File: src/rtl/led_status_pkg.sv
// Shared types, default timing and width helpers for the LED blink-code generator.
package led_status_pkg;

  typedef enum logic [1:0] {
    ST_IDLE = 2'd0,
    ST_ON   = 2'd1,
    ST_OFF  = 2'd2,
    ST_GAP  = 2'd3
  } state_e;

  // 100 ms tick on the 40 MHz board clock
  localparam int DEF_TICK_DIV  = 4_000_000;
  localparam int DEF_ON_TICKS  = 2;
  localparam int DEF_OFF_TICKS = 2;
  localparam int DEF_GAP_TICKS = 10;
  localparam int DEF_ACT_TICKS = 1;

  function automatic int max3(input int a, input int b, input int c);
    int m;
    m = (a > b) ? a : b;
    return (m > c) ? m : c;
  endfunction

  // Bits needed to hold the values 0..n
  function automatic int cnt_w(input int n);
    return (n < 2) ? 1 : $clog2(n + 1);
  endfunction

endpackage

File: src/rtl/led_blink_code_gen_tick_prescaler.sv
// Free-running divider producing a one-cycle tick every TICK_DIV clocks; clear restarts the period.
module tick_prescaler
  import led_status_pkg::*;
#(
  parameter int TICK_DIV = DEF_TICK_DIV
) (
  input  logic clk,
  input  logic reset,
  input  logic clear,
  output logic tick
);

  localparam int            PW   = cnt_w(TICK_DIV - 1);
  localparam logic [PW-1:0] LAST = PW'(TICK_DIV - 1);

  logic [PW-1:0] cnt_q;
  logic [PW-1:0] cnt_d;

  // Next count: wrap at the last cycle of the period or restart on clear
  always_comb begin
    cnt_d = cnt_q;
    if (clear || (cnt_q == LAST)) begin
      cnt_d = '0;
    end else begin
      cnt_d = cnt_q + PW'(1);
    end
  end

  // Counter register
  always_ff @(posedge clk) begin
    if (reset) begin
      cnt_q <= '0;
    end else begin
      cnt_q <= cnt_d;
    end
  end

  assign tick = (cnt_q == LAST);

endmodule

File: src/rtl/led_blink_code_gen.sv
// Status LED source: retriggerable activity flash in IDLE, repeating N-pulse fault code otherwise.
module led_blink_code_gen
  import led_status_pkg::*;
#(
  parameter int TICK_DIV  = DEF_TICK_DIV,
  parameter int ON_TICKS  = DEF_ON_TICKS,
  parameter int OFF_TICKS = DEF_OFF_TICKS,
  parameter int GAP_TICKS = DEF_GAP_TICKS,
  parameter int ACT_TICKS = DEF_ACT_TICKS,
  parameter int CODE_W    = 3
) (
  input  logic              clk,
  input  logic              reset,
  input  logic [CODE_W-1:0] code_in,
  input  logic              code_load,
  input  logic              activity,
  output logic              status,
  output logic              code_active
);

  localparam int             TCW      = cnt_w(max3(ON_TICKS, OFF_TICKS, GAP_TICKS) - 1);
  localparam int             STW      = cnt_w(ACT_TICKS * TICK_DIV);
  localparam logic [STW-1:0] ACT_CYC  = STW'(ACT_TICKS * TICK_DIV);
  localparam logic [TCW-1:0] ON_LAST  = TCW'(ON_TICKS - 1);
  localparam logic [TCW-1:0] OFF_LAST = TCW'(OFF_TICKS - 1);
  localparam logic [TCW-1:0] GAP_LAST = TCW'(GAP_TICKS - 1);

  state_e              state_q, state_d;
  logic [CODE_W-1:0]   cur_code_q, cur_code_d;
  logic [CODE_W-1:0]   pend_code_q, pend_code_d;
  logic                pend_valid_q, pend_valid_d;
  logic [CODE_W-1:0]   pulse_cnt_q, pulse_cnt_d;
  logic [TCW-1:0]      tick_cnt_q, tick_cnt_d;
  logic [STW-1:0]      stretch_q, stretch_d;
  logic                status_q, status_d;
  logic                code_active_q, code_active_d;

  logic                tick;
  logic                presc_clear;
  logic [TCW-1:0]      state_last;
  logic                state_done;
  logic [CODE_W-1:0]   eff_code;

  tick_prescaler #(.TICK_DIV(TICK_DIV)) u_prescaler (
    .clk   (clk),
    .reset (reset),
    .clear (presc_clear),
    .tick  (tick)
  );

  // Final tick index of the current timed state
  always_comb begin
    state_last = ON_LAST;
    case (state_q)
      ST_ON:   state_last = ON_LAST;
      ST_OFF:  state_last = OFF_LAST;
      ST_GAP:  state_last = GAP_LAST;
      default: state_last = ON_LAST;
    endcase
  end

  assign state_done = tick && (tick_cnt_q == state_last);
  // A load coinciding with the last gap tick wins over anything already pending
  assign eff_code   = code_load ? code_in : (pend_valid_q ? pend_code_q : cur_code_q);

  // Next-state, counters, pending code and registered output values
  always_comb begin
    state_d      = state_q;
    cur_code_d   = cur_code_q;
    pulse_cnt_d  = pulse_cnt_q;
    stretch_d    = '0;
    presc_clear  = 1'b0;

    if ((state_q != ST_IDLE) && code_load) begin
      pend_code_d  = code_in;
      pend_valid_d = 1'b1;
    end else begin
      pend_code_d  = pend_code_q;
      pend_valid_d = pend_valid_q;
    end

    if (state_q == ST_IDLE) begin
      tick_cnt_d = '0;
    end else if (tick) begin
      tick_cnt_d = state_done ? '0 : (tick_cnt_q + TCW'(1));
    end else begin
      tick_cnt_d = tick_cnt_q;
    end

    case (state_q)
      ST_IDLE: begin
        if (activity) begin
          stretch_d = ACT_CYC;
        end else if (stretch_q != '0) begin
          stretch_d = stretch_q - STW'(1);
        end else begin
          stretch_d = '0;
        end
        if (code_load && (code_in != '0)) begin
          state_d     = ST_ON;
          cur_code_d  = code_in;
          pulse_cnt_d = CODE_W'(1);
          presc_clear = 1'b1;
          stretch_d   = '0;
        end else begin
          state_d = ST_IDLE;
        end
      end
      ST_ON: begin
        if (state_done) begin
          state_d = (pulse_cnt_q < cur_code_q) ? ST_OFF : ST_GAP;
        end else begin
          state_d = ST_ON;
        end
      end
      ST_OFF: begin
        if (state_done) begin
          state_d     = ST_ON;
          pulse_cnt_d = pulse_cnt_q + CODE_W'(1);
        end else begin
          state_d = ST_OFF;
        end
      end
      ST_GAP: begin
        if (state_done) begin
          pend_valid_d = 1'b0;
          pend_code_d  = '0;
          cur_code_d   = eff_code;
          pulse_cnt_d  = CODE_W'(1);
          state_d      = (eff_code != '0) ? ST_ON : ST_IDLE;
        end else begin
          state_d = ST_GAP;
        end
      end
      default: state_d = ST_IDLE;
    endcase

    code_active_d = (state_d != ST_IDLE);
    status_d      = (state_d == ST_ON) || ((state_d == ST_IDLE) && (stretch_d != '0));
  end

  // State and datapath registers
  always_ff @(posedge clk) begin
    if (reset) begin
      state_q       <= ST_IDLE;
      cur_code_q    <= '0;
      pend_code_q   <= '0;
      pend_valid_q  <= 1'b0;
      pulse_cnt_q   <= '0;
      tick_cnt_q    <= '0;
      stretch_q     <= '0;
      status_q      <= 1'b0;
      code_active_q <= 1'b0;
    end else begin
      state_q       <= state_d;
      cur_code_q    <= cur_code_d;
      pend_code_q   <= pend_code_d;
      pend_valid_q  <= pend_valid_d;
      pulse_cnt_q   <= pulse_cnt_d;
      tick_cnt_q    <= tick_cnt_d;
      stretch_q     <= stretch_d;
      status_q      <= status_d;
      code_active_q <= code_active_d;
    end
  end

  assign status      = status_q;
  assign code_active = code_active_q;

endmodule

File: config.mk
export PLATFORM = sky130hd
export DESIGN_NAME = led_blink_code_gen
export DESIGN_NICKNAME = d
export VERILOG_FILES = /design/src/rtl/led_status_pkg.sv /design/src/rtl/led_blink_code_gen_tick_prescaler.sv /design/src/rtl/led_blink_code_gen.sv
export SDC_FILE = /design/constraint.sdc
export NUM_CORES = 1
export LEC_CHECK = 0
export CAP_MARGIN = 20
export CORE_UTILIZATION = 61
export DETAILED_ROUTE_END_ITERATION = 8
export PLACE_DENSITY = 0.83
export SKIP_CTS_REPAIR_TIMING = 1
export SLEW_MARGIN = 20
export SYNTH_ARGS = -nofsm -noshare
export SYNTH_HDL_FRONTEND = slang
export SYNTH_SLANG_ARGS = --single-unit
File: constraint.sdc
create_clock -name clk -period 3.2 [get_ports clk]
set_clock_uncertainty 0.15 [all_clocks]
set_input_delay 0.8 -clock clk [delete_from_list [all_inputs] [get_ports clk]]
set_output_delay 0.8 -clock clk [all_outputs]
set_load 0.02 [all_outputs]
==> key figures, run 1 <==
Detailed routing
  – Final antenna-violating net count: 0
  – Number of remaining DRC errors: 0
  – Vias per Instance: 6.01
  – Detailed Route Iter0 Violations: 232
  – Average wire per standard cell: ~15 um
  – Drt first pass iters: 5
  – Post-Route WL: 6800 um
  – Overall via count from detail_route: between 2000 and 3000

Yosys
  – Top cells by instance count after synthesis: sky130_fd_sc_hd__dfxtp_1 (62), sky130_fd_sc_hd__nor2_1 (60), sky130_fd_sc_hd__nand2_1 (18)
  – Synth Net Count: approximately 400
  – Sequential fraction of the synthesis area: 37.3%
  – Cell type contributing the most total cell area after synthesis: sky130_fd_sc_hd__dfxtp_1
  – Post-synthesis average cell area: approximately 8.6 sq um
  – Ys Warns: 0
  – Post-Synthesis Cell Area: about 3300 sq um
  – Library cells used by synthesis: a little over 60
  – Synth area leaders: sky130_fd_sc_hd__dfxtp_1 (37%), sky130_fd_sc_hd__nor2_1 (6.8%), sky130_fd_sc_hd__xnor2_1 (4.5%)
  – Number of instances in the synthesized netlist: a little under 400
  – Cell with the most instances after synthesis: sky130_fd_sc_hd__dfxtp_1
  – Flip-flop and latch count after synthesis: 62
  – Number of enable flip-flop cells after synthesis: 0
  – Area share of the largest cell type after synthesis: 37.3%
  – Top flip-flop cell by instance count after synthesis: sky130_fd_sc_hd__dfxtp_1
  – Share of flip-flops with an asynchronous set or reset after synthesis: 0%

Die
  – Site row count: 26
  – Horizontal die dimension: around 76 um
  – Overall die area: around 5800 sq um
  – Die height: 75.9 um
  – Total core area: ~5200 sq um
  – Number of primary I/O pins: 9
  – Initial core utilization: 64.3%

Layout
  – Diodes inserted: 0
  – Total number of nets in the final design: roughly 400
  – Number of filler instances in the final layout: roughly 410
  – Footprint of the multi-input gates: around 1900 sq um
  – Share of the core filled with cells in the final layout: ~69%
  – Area growth, synth to finish: 7.78%
  – Layout cell share with drive strength beyond 1: 9.90%
  – Area of all sequential standard cells: approximately 1200 sq um

Worst setup path
  – Worst path arrival time: around 2800 ps
  – Launching element type of the critical path: register
  – Top fanout value on the critical path: 15
  – Data required time at the worst endpoint: between 3000 and 4000 ps
  – CP Capture Type: register
  – FF-to-FF path depth: 8
  – Worst setup path class: reg2reg

Placement
  – HPWL after detailed placement: ~4800 um
  – Final estimated routing congestion in global placement: between 0.8 and 0.9
  – I/O Buffers: 8

Timing
  – Post-Route Setup TNS: 0 ps
  – Period utilization: between 80% and 90%
  – Highest Clock Rate: about 370 MHz
  – Final critical delay including setup and external delays: about 2700 ps
  – Measured slew at the worst slew-check pin: 774 ps
  – Final Slew Violations: 0
  – Worst-case hold slack: around 340 ps
  – Relative slew margins: ~48%
  – RSZ-0062 raised after global routing: false
  – Hold violation total from the final report: 0
  – Count of endpoints failing setup in the final report: 0

Global routing
  – Largest net degree at the start of global routing: 23
  – Number of antenna violations at the first check in global routing: 0
  – Grt ovf: 0
  – Global-route wire length before repair: roughly 11000 um
  – Global routing usage summed across all routing layers: 25.5%
  – Vias in the first global route: 2471

Outcome
  – Run status: finished clean

CTS
  – Number of levels in the clock H-tree: 3
  – Buffer levels on the longest clock path: 2
  – Sink Count: 62
  – TritonCTS clock tree: yes
  – Clk pin slew, worst setup/hold paths: roughly 80 ps
  – Clock root buffer master: sky130_fd_sc_hd__clkbuf_8
  – Clock latency reported for the late side of the worst-skew pair: 340 ps
  – Total clock buffers created by CTS: 9

Min path
  – Hold Path Depth: 2
  – Class of the worst hold path: reg2reg

Power
  – Post-layout power: 1.95 mW
  – Leak Pwr: approximately 1.3 nW
  – Worst ir drop on vdd: ~0.32 mV
  – Power density over cell area: 543 nW/um^2

Flow run
  – Max-capacitance violation count: 0
[path summary, 6_finish.rpt]
kind / from / end / slack [ps]
setup / recovery: stretch_q[0]$_SDFF_PP0_ / stretch_q[13]$_SDFF_PP0_ / 510
hold / removal: pulse_cnt_q[1]$_SDFFE_PP0P_ / pulse_cnt_q[1]$_SDFFE_PP0P_ / 340
setup reg to reg: stretch_q[0]$_SDFF_PP0_ / stretch_q[13]$_SDFF_PP0_ / 510
hold reg to reg: pulse_cnt_q[1]$_SDFFE_PP0P_ / pulse_cnt_q[1]$_SDFFE_PP0P_ / 340
[through the flow]
| stage | instances | setup WS (ps) | area (sq um) |
|---|---|---|---|
| after detailed placement | 448 | 204 | 3410 |
| after global placement | 448 | 233 | 3410 |
| after global routing | 464 | 374 | 3590 |
| after CTS | 464 | 540 | 3590 |
| after floorplan | 388 | 697 | 3330 |
| final | 464 | 515 | 3590 |
[cell families after synthesis]
group	after synthesis	synth area share, %
multiplexers	12	3.76
AND/OR/NAND/NOR	177	29.9
AO/OA/AOI/OAI	62	12.7
XOR/XNOR	34	8.95
buffers and inverters	34	4.81
flip-flops	62	37.3
adder cells (fa/ha/maj)	7	2.63
[layout make-up]
| cell class | count | area share [%] |
|---|---|---|
| Clock buffer | 9 | 3.45 |
| Clock inverter | 7 | 1.36 |
| Inverter | 11 | 1.15 |
| Multi-Input combinational cell | 292 | 53.7 |
| Sequential cell | 62 | 34.6 |
| Tap cell | 70 | 2.44 |
| Timing Repair Buffer | 13 | 3.28 |
[where the power goes]
| part | internal (mW) | leakage (nW) | switching (mW) |
|---|---|---|---|
| logic | 0.205 | 0.745 | 0.270 |
| registers | 0.807 | 0.504 | 0.0592 |
| clock network | 0.283 | 0.0898 | 0.322 |
| total | 1.30 | 1.34 | 0.651 |
[routing by layer]
metal  global-route usage, %  up-vias  part of all wire [%]  wire (um)
li1                        -     1400                     -          -
met1                    31.5     1290                    46       3160
met2                    41.1       83                    47       3200
met3                    6.75       15                   4.9        333
met4                    12.1        0                   1.6        108
met5                       0        -                     0          0
[critical path, stage by stage, from the launching register on]
cell	delay (ps)
sky130_fd_sc_hd__dfxtp_1	490
sky130_fd_sc_hd__inv_1	80
sky130_fd_sc_hd__ha_1	300
sky130_fd_sc_hd__nor3b_2	200
sky130_fd_sc_hd__buf_4	180
sky130_fd_sc_hd__and4_1	250
sky130_fd_sc_hd__and2_1	190
sky130_fd_sc_hd__or3_1	560
sky130_fd_sc_hd__a21oi_1	200
[state kept, by name, indices dropped and copies added (netlist names)]
| register | count |
|---|---|
| code_active | 1 |
| status | 1 |
| tick_cnt_q | 4 |
| u_prescaler.cnt_q | 22 |
| pulse_cnt_q | 3 |
| pend_code_q | 3 |
| stretch_q | 22 |
| pend_valid_q | 1 |
| state_q | 2 |
| cur_code_q | 3 |
[layout by cell type (no fill, tap or decap), types with 9 or more instances in the layout]
master                     Yosys  layout
sky130_fd_sc_hd__a21oi_1      17      17
sky130_fd_sc_hd__clkbuf_8      0       9
sky130_fd_sc_hd__dfxtp_1      62      62
sky130_fd_sc_hd__inv_1        11      11
sky130_fd_sc_hd__nand2_1      18      18
sky130_fd_sc_hd__nand3_1      16      16
sky130_fd_sc_hd__nor2_1       60      60
sky130_fd_sc_hd__nor3_1       13      13
sky130_fd_sc_hd__o21ai_0      10      10
sky130_fd_sc_hd__xnor2_1      17      17
sky130_fd_sc_hd__xor2_1       17      17
Power figures use the tool's default switching activity.
==> run 2: changes to the inputs <==
==> constraint.sdc (replaced) <==
create_clock -name clk -period 2.74 [get_ports clk]
set_clock_uncertainty 0.15 [all_clocks]
set_input_delay 0.685 -clock clk [delete_from_list [all_inputs] [get_ports clk]]
set_output_delay 0.685 -clock clk [all_outputs]
set_load 0.02 [all_outputs]
==> key figures, run 2 (synthesis results as in run 1) <==
Outcome
  – Run status: finished clean (unchanged)

Worst setup path
  – Register-to-register setup slack: 260 ps (was 510 ps)
  – FF-to-FF path depth: 9 (was 8)
  – CP Capture Type: register (unchanged)
  – Top fanout value on the critical path: 9 (was 15)
  – Worst path arrival time: 2530 ps (was 2790 ps)
  – Data required time at the worst endpoint: 2790 ps (was 3310 ps)
  – Launching element type of the critical path: register (unchanged)
  – Worst setup path class: reg2reg (unchanged)

Timing
  – Worst-case hold slack: 350 ps (was 337 ps)
  – Relative slew margins: 58.0% (was 47.9%)
  – Post-Route Setup TNS: 0 ps (unchanged)
  – Period utilization: 90.6% (was 83.9%)
  – RSZ-0062 raised after global routing: false (unchanged)
  – Highest Clock Rate: 403 MHz (was 372 MHz)
  – Count of endpoints failing setup in the final report: 0 (unchanged)
  – Final critical delay including setup and external delays: 2480 ps (was 2690 ps)
  – Measured slew at the worst slew-check pin: 622 ps (was 774 ps)
  – Final Slew Violations: 0 (unchanged)
  – Hold violation total from the final report: 0 (unchanged)

Die
  – Number of primary I/O pins: 9 (unchanged)
  – Initial core utilization: 64.3% (unchanged)
  – Overall die area: 5750 sq um (unchanged)
  – Die height: 75.9 um (unchanged)
  – Total core area: 5170 sq um (unchanged)
  – Site row count: 26 (unchanged)
  – Horizontal die dimension: 75.9 um (unchanged)

CTS
  – Sink Count: 62 (unchanged)
  – Buffer levels on the longest clock path: 2 (unchanged)
  – TritonCTS clock tree: yes (unchanged)
  – Clock root buffer master: sky130_fd_sc_hd__clkbuf_8 (unchanged)
  – Clock latency reported for the late side of the worst-skew pair: 340 ps (about the same)
  – Clk pin slew, worst setup/hold paths: 70 ps (was 80 ps)
  – Total clock buffers created by CTS: 9 (unchanged)
  – Number of levels in the clock H-tree: 3 (unchanged)

Global routing
  – Largest net degree at the start of global routing: 23 (unchanged)
  – GR Util met3: 7.41% (was 6.75%)
  – Grt ovf: 0 (unchanged)
  – Met1 layer usage reported by global route: 34.9% (was 31.5%)
  – Vias in the first global route: 2434 (was 2471)
  – Global routing usage summed across all routing layers: 26.0% (was 25.5%)
  – Number of antenna violations at the first check in global routing: 0 (unchanged)
  – Layer with the highest usage after global routing: met2 (unchanged)
  – Global-route wire length before repair: 11200 um (was 11000 um)
  – Met2 layer usage reported by global route: 39.0% (was 41.1%)

Detailed routing
  – Drt first pass iters: 4 (was 5)
  – Vias per Instance: 5.96 (was 6.01)
  – Overall via count from detail_route: 2814 (was 2788)
  – Number of remaining DRC errors: 0 (unchanged)
  – Average wire per standard cell: 14.6 um (was 14.7 um)
  – Detailed Route Iter0 Violations: 224 (was 232)
  – Post-Route WL: 6880 um (was 6800 um)
  – Final antenna-violating net count: 0 (unchanged)

Placement
  – HPWL after detailed placement: 4760 um (about the same)
  – I/O Buffers: 8 (unchanged)
  – Number of instances in the placed design: 456 (was 448)
  – Final estimated routing congestion in global placement: 0.816 (was 0.882)

Power
  – Internal power: 1.67 mW (was 1.30 mW)
  – Net Sw Frac: 30.6% (was 33.4%)
  – Seq pwr share: 42.3% (was 44.5%)
  – Leak Pwr: 1.39 nW (was 1.34 nW)
  – Worst ir drop on vdd: 0.413 mV (was 0.320 mV)
  – Portion of total power attributed to the clock network: 33.9% (was 31.0%)
  – Switching power summed over all nets: 0.733 mW (was 0.651 mW)
  – Power density over cell area: 651 nW/um^2 (was 543 nW/um^2)
  – Logic pwr share: 23.8% (was 24.4%)

Layout
  – Leading cell types in the layout, fill and taps excluded: sky130_fd_sc_hd__dfxtp_1 (62), sky130_fd_sc_hd__nor2_1 (60), sky130_fd_sc_hd__nand2_1 (18) (unchanged)
  – Number of filler instances in the final layout: 375 (was 413)
  – Diodes inserted: 0 (unchanged)
  – Area growth, synth to finish: 10.8% (was 7.78%)
  – Final Instance Count excl. Fillers: 472 (was 464)
  – Largest registers: stretch_q x22, u_prescaler.cnt_q x22, tick_cnt_q x4 (unchanged)
  – Layout cell share with drive strength beyond 1: 11.4% (was 9.90%)
  – Total number of nets in the final design: 411 (was 403)
  – Most common library cell in the layout ignoring fill and taps: sky130_fd_sc_hd__dfxtp_1 (unchanged)

Flow run
  – Max-capacitance violation count: 0 (unchanged)

Min path
  – Hold Path Depth: 2 (unchanged)
  – Class of the worst hold path: reg2reg (unchanged)
run 2: cell type report:
class | count | area, sq um | area share (%)
Sequential cell | 62 | 1240 | 33.7
Multi-Input combinational cell | 292 | 1940 | 52.6
Tap cell | 70 | 87.6 | 2.38
Timing Repair Buffer | 21 | 178 | 4.82
Clock buffer | 13 | 159 | 4.31
Inverter | 11 | 41.3 | 1.12
Clock inverter | 3 | 42.5 | 1.15
run 2: path summary, 6_finish.rpt:
kind                                    start                          end
setup / recovery      stretch_q[0]$_SDFF_PP0_            status$_SDFF_PP0_
hold reg to reg   pulse_cnt_q[1]$_SDFFE_PP0P_  pulse_cnt_q[1]$_SDFFE_PP0P_
hold / removal    pulse_cnt_q[1]$_SDFFE_PP0P_  pulse_cnt_q[1]$_SDFFE_PP0P_
setup reg to reg      stretch_q[0]$_SDFF_PP0_            status$_SDFF_PP0_
run 2: routing by layer:
layer,wire [um],vias up
met5,0,-
met4,104,0
met3,330,15
met2,3240,76
met1,3210,1303
li1,-,1420
run 2: power groups by stage:
stage               registers [mW]  logic [mW]  clock network (mW)
floorplan                    0.995       0.455                   0
global placement              1.03       0.539                   0
detailed placement            1.03       0.552                   0
CTS                           1.01       0.560               0.825
global route                  1.02       0.630               0.863
finish                        1.01       0.570               0.814
run 2: metrics by stage:
| stage | total power [mW] | setup slack (ps) | area [sq um] | utilization (%) |
|---|---|---|---|---|
| after floorplan | 1.45 | 352 | 3330 | - |
| after global placement | 1.57 | 49.3 | 3470 | 67.2 |
| after detailed placement | 1.58 | -6.85 | 3470 | 67.2 |
| after CTS | 2.40 | 166 | 3670 | 71.0 |
| after global routing | 2.51 | 49.0 | 3690 | 71.3 |
| final | 2.40 | 258 | 3690 | 71.3 |
run 2: worst max-delay path, stage by stage, from the launching register on:
cell and delay (ps):
sky130_fd_sc_hd__dfxtp_1 390, sky130_fd_sc_hd__inv_1 90, sky130_fd_sc_hd__ha_1 310, sky130_fd_sc_hd__nor3b_4 320
sky130_fd_sc_hd__buf_4 200, sky130_fd_sc_hd__nand2_1 160, sky130_fd_sc_hd__nor3b_1 290, sky130_fd_sc_hd__nor4_1 80
sky130_fd_sc_hd__nor3_1 230, sky130_fd_sc_hd__a31oi_1 110
==> run 3: changes to the inputs <==
--- a/config.mk
+++ b/config.mk
@@ -9,7 +9,9 @@
 export CORE_UTILIZATION = 61
 export DETAILED_ROUTE_END_ITERATION = 8
 export PLACE_DENSITY = 0.83
+export SETUP_SLACK_MARGIN = 0.15
 export SKIP_CTS_REPAIR_TIMING = 1
+export SKIP_LAST_GASP = 1
 export SLEW_MARGIN = 20
 export SYNTH_ARGS = -nofsm -noshare
 export SYNTH_HDL_FRONTEND = slang
==> key figures, run 3 (synthesis results as in run 1) <==
Detailed routing
  – Overall via count from detail_route: 2867 (was 2814)
  – Post-Route WL: 6930 um (was 6880 um)
  – Met3 routed WL: 366 um (was 330 um)
  – Uppermost layer routed: met4 (unchanged)
  – Met1 layer wirelength in the final routing: 3180 um (was 3210 um)
  – Detailed Route Iter0 Violations: 233 (was 224)
  – Detailed-routed wire length on met2: 3290 um (was 3240 um)
  – Final antenna-violating net count: 0 (unchanged)
  – Number of remaining DRC errors: 0 (unchanged)
  – Average wire per standard cell: 14.6 um (about the same)
  – Drt first pass iters: 5 (was 4)
  – Vias per Instance: 6.06 (was 5.96)

Global routing
  – Largest net degree at the start of global routing: 23 (unchanged)
  – Number of antenna violations at the first check in global routing: 0 (unchanged)
  – Grt ovf: 0 (unchanged)
  – Vias in the first global route: 2434 (unchanged)
  – Global routing usage summed across all routing layers: 26.0% (unchanged)
  – Global-route wire length before repair: 11200 um (unchanged)

Timing
  – Setup WS post-layout: 298 ps (was 258 ps)
  – Relative slew margins: 58.0% (about the same)
  – RSZ-0062 raised after global routing: false (unchanged)
  – Final critical delay including setup and external delays: 2440 ps (was 2480 ps)
  – Final Slew Violations: 0 (unchanged)
  – Highest Clock Rate: 409 MHz (was 403 MHz)
  – Hold violation total from the final report: 0 (unchanged)
  – Measured slew at the worst slew-check pin: 622 ps (about the same)
  – Worst-case hold slack: 350 ps (about the same)
  – Post-Route Setup TNS: 0 ps (unchanged)
  – Period utilization: 89.1% (was 90.6%)
  – Count of endpoints failing setup in the final report: 0 (unchanged)

Worst setup path
  – Endpoint of the worst register-to-register path: status$_SDFF_PP0_ (unchanged)
  – Data required time at the worst endpoint: 2860 ps (was 2790 ps)
  – Top fanout value on the critical path: 15 (was 9)
  – RR Startpoint: u_prescaler.cnt_q[15]$_SDFF_PP0_ (was stretch_q[0]$_SDFF_PP0_)
  – Worst-path cell with the longest stage delay: sky130_fd_sc_hd__clkdlybuf4s50_1 (was sky130_fd_sc_hd__dfxtp_1)
  – CP cell instances: clkdlybuf4s50_1 > o31ai_1 > nand2_1 > or2_1 > or3_1 > buf_4 > a21oi_1 (was inv_1 > ha_1 > nor3b_4 > buf_4 > nand2_1 > nor3b_1 > nor4_1 > nor3_1 > a31oi_1)
  – CP Capture Type: register (unchanged)
  – FF-to-FF path depth: 6 (was 9)
  – Launching element type of the critical path: primary input (was register)
  – Source of the critical timing path: code_in[0] (was stretch_q[0]$_SDFF_PP0_)
  – Worst path arrival time: 2560 ps (was 2530 ps)
  – Register-to-register setup slack: 320 ps (was 260 ps)
  – Worst setup path class: in2reg (was reg2reg)
  – CP Capture Point: stretch_q[13]$_SDFF_PP0_ (was status$_SDFF_PP0_)
  – Peak per-stage delay on the critical path: 450 ps (was 390 ps)

Layout
  – Largest registers: stretch_q x22, u_prescaler.cnt_q x22, tick_cnt_q x4 (unchanged)
  – Number of filler instances in the final layout: 373 (was 375)
  – Layout cell share with drive strength beyond 1: 11.9% (was 11.4%)
  – Area growth, synth to finish: 11.1% (was 10.8%)
  – Diodes inserted: 0 (unchanged)
  – Final instance area: 3700 sq um (was 3690 sq um)
  – Most common library cell in the layout ignoring fill and taps: sky130_fd_sc_hd__dfxtp_1 (unchanged)
  – Total number of nets in the final design: 412 (was 411)
  – Leading cell types in the layout, fill and taps excluded: sky130_fd_sc_hd__dfxtp_1 (62), sky130_fd_sc_hd__nor2_1 (60), sky130_fd_sc_hd__nand2_1 (18) (unchanged)

Die
  – Horizontal die dimension: 75.9 um (unchanged)
  – Total core area: 5170 sq um (unchanged)
  – Number of primary I/O pins: 9 (unchanged)
  – Site row count: 26 (unchanged)
  – Overall die area: 5750 sq um (unchanged)
  – Die height: 75.9 um (unchanged)
  – Initial core utilization: 64.3% (unchanged)

Placement
  – Dpl ws: -6.85 ps (unchanged)
  – Post-place instance area: 3470 sq um (unchanged)
  – I/O Buffers: 8 (unchanged)
  – HPWL after detailed placement: 4760 um (unchanged)
  – Final estimated routing congestion in global placement: 0.816 (unchanged)

Power
  – Power density over cell area: 653 nW/um^2 (was 651 nW/um^2)
  – Leak Pwr: 1.39 nW (about the same)
  – Post-layout power: 2.41 mW (was 2.40 mW)
  – Worst ir drop on vdd: 0.416 mV (was 0.413 mV)

CTS
  – Buffer levels on the longest clock path: 2 (unchanged)
  – Clk pin slew, worst setup/hold paths: 60 ps (was 70 ps)
  – Sink Count: 62 (unchanged)
  – Clock latency reported for the late side of the worst-skew pair: 340 ps (about the same)
  – TritonCTS clock tree: yes (unchanged)
  – Total clock buffers created by CTS: 9 (unchanged)
  – Number of levels in the clock H-tree: 3 (unchanged)
  – Clock root buffer master: sky130_fd_sc_hd__clkbuf_8 (unchanged)

Flow run
  – Max-capacitance violation count: 0 (unchanged)

Outcome
  – Run status: finished clean (unchanged)

Min path
  – Class of the worst hold path: reg2reg (unchanged)
-- run 3: cell count changes in the layout (fill, tap and decap cells not counted) --
cell and change:
sky130_fd_sc_hd__buf_4 +1, sky130_fd_sc_hd__ha_1 -1, sky130_fd_sc_hd__ha_2 +1
-- run 3: worst min path at each step --
stage,start,slack (ps),end,cells after the start
after floorplan,u_prescaler.cnt_q[0]$_SDFF_PP0_,300,u_prescaler.cnt_q[0]$_SDFF_PP0_,1
after global placement,u_prescaler.cnt_q[19]$_SDFF_PP0_,330,u_prescaler.cnt_q[19]$_SDFF_PP0_,2
after detailed placement,u_prescaler.cnt_q[0]$_SDFF_PP0_,340,u_prescaler.cnt_q[0]$_SDFF_PP0_,1
after CTS,pulse_cnt_q[1]$_SDFFE_PP0P_,350,pulse_cnt_q[1]$_SDFFE_PP0P_,2
after global routing,cur_code_q[2]$_SDFFE_PP0P_,370,cur_code_q[2]$_SDFFE_PP0P_,2
final,pulse_cnt_q[1]$_SDFFE_PP0P_,350,pulse_cnt_q[1]$_SDFFE_PP0P_,2
-- run 3: metal layers --
| layer | vias up | track usage (%) |
|---|---|---|
| met5 | - | 0 |
| met4 | 0 | 10.7 |
| met3 | 14 | 7.41 |
| met2 | 95 | 39.0 |
| met1 | 1342 | 34.9 |
| li1 | 1416 | - |
-- run 3: through the flow --
stage | instances | util, %
finish | 473 | 71.5
global route | 473 | 71.5
CTS | 472 | 71.0
detailed placement | 456 | 67.2
global placement | 456 | 67.2
floorplan | 388 | -
-- run 3: cell type report --
type,instances,area [sq um],area share [%]
clock inverters,3,42.5,1.15
well taps,70,87.6,2.37
multi-input cells,292,1940,52.5
flip-flops and latches,62,1240,33.6
repair buffers,22,185,5.01
clock buffers,13,159,4.30
inverters,11,41.3,1.12
-- run 3: critical path: cells and delay by family --
family	cells	cell delay (ps)
and+or+nand+nor	3	720
buffers and inverters	2	650
AOI/OAI and AO/OA	2	490
-- run 3: power by group --
group          leakage (nW)  internal [mW]  total [mW]  switching (mW)
logic                 0.790          0.263       0.584           0.322
registers             0.504          0.944        1.01          0.0702
clock network        0.0996          0.469       0.816           0.347
total                  1.39           1.68        2.41           0.739
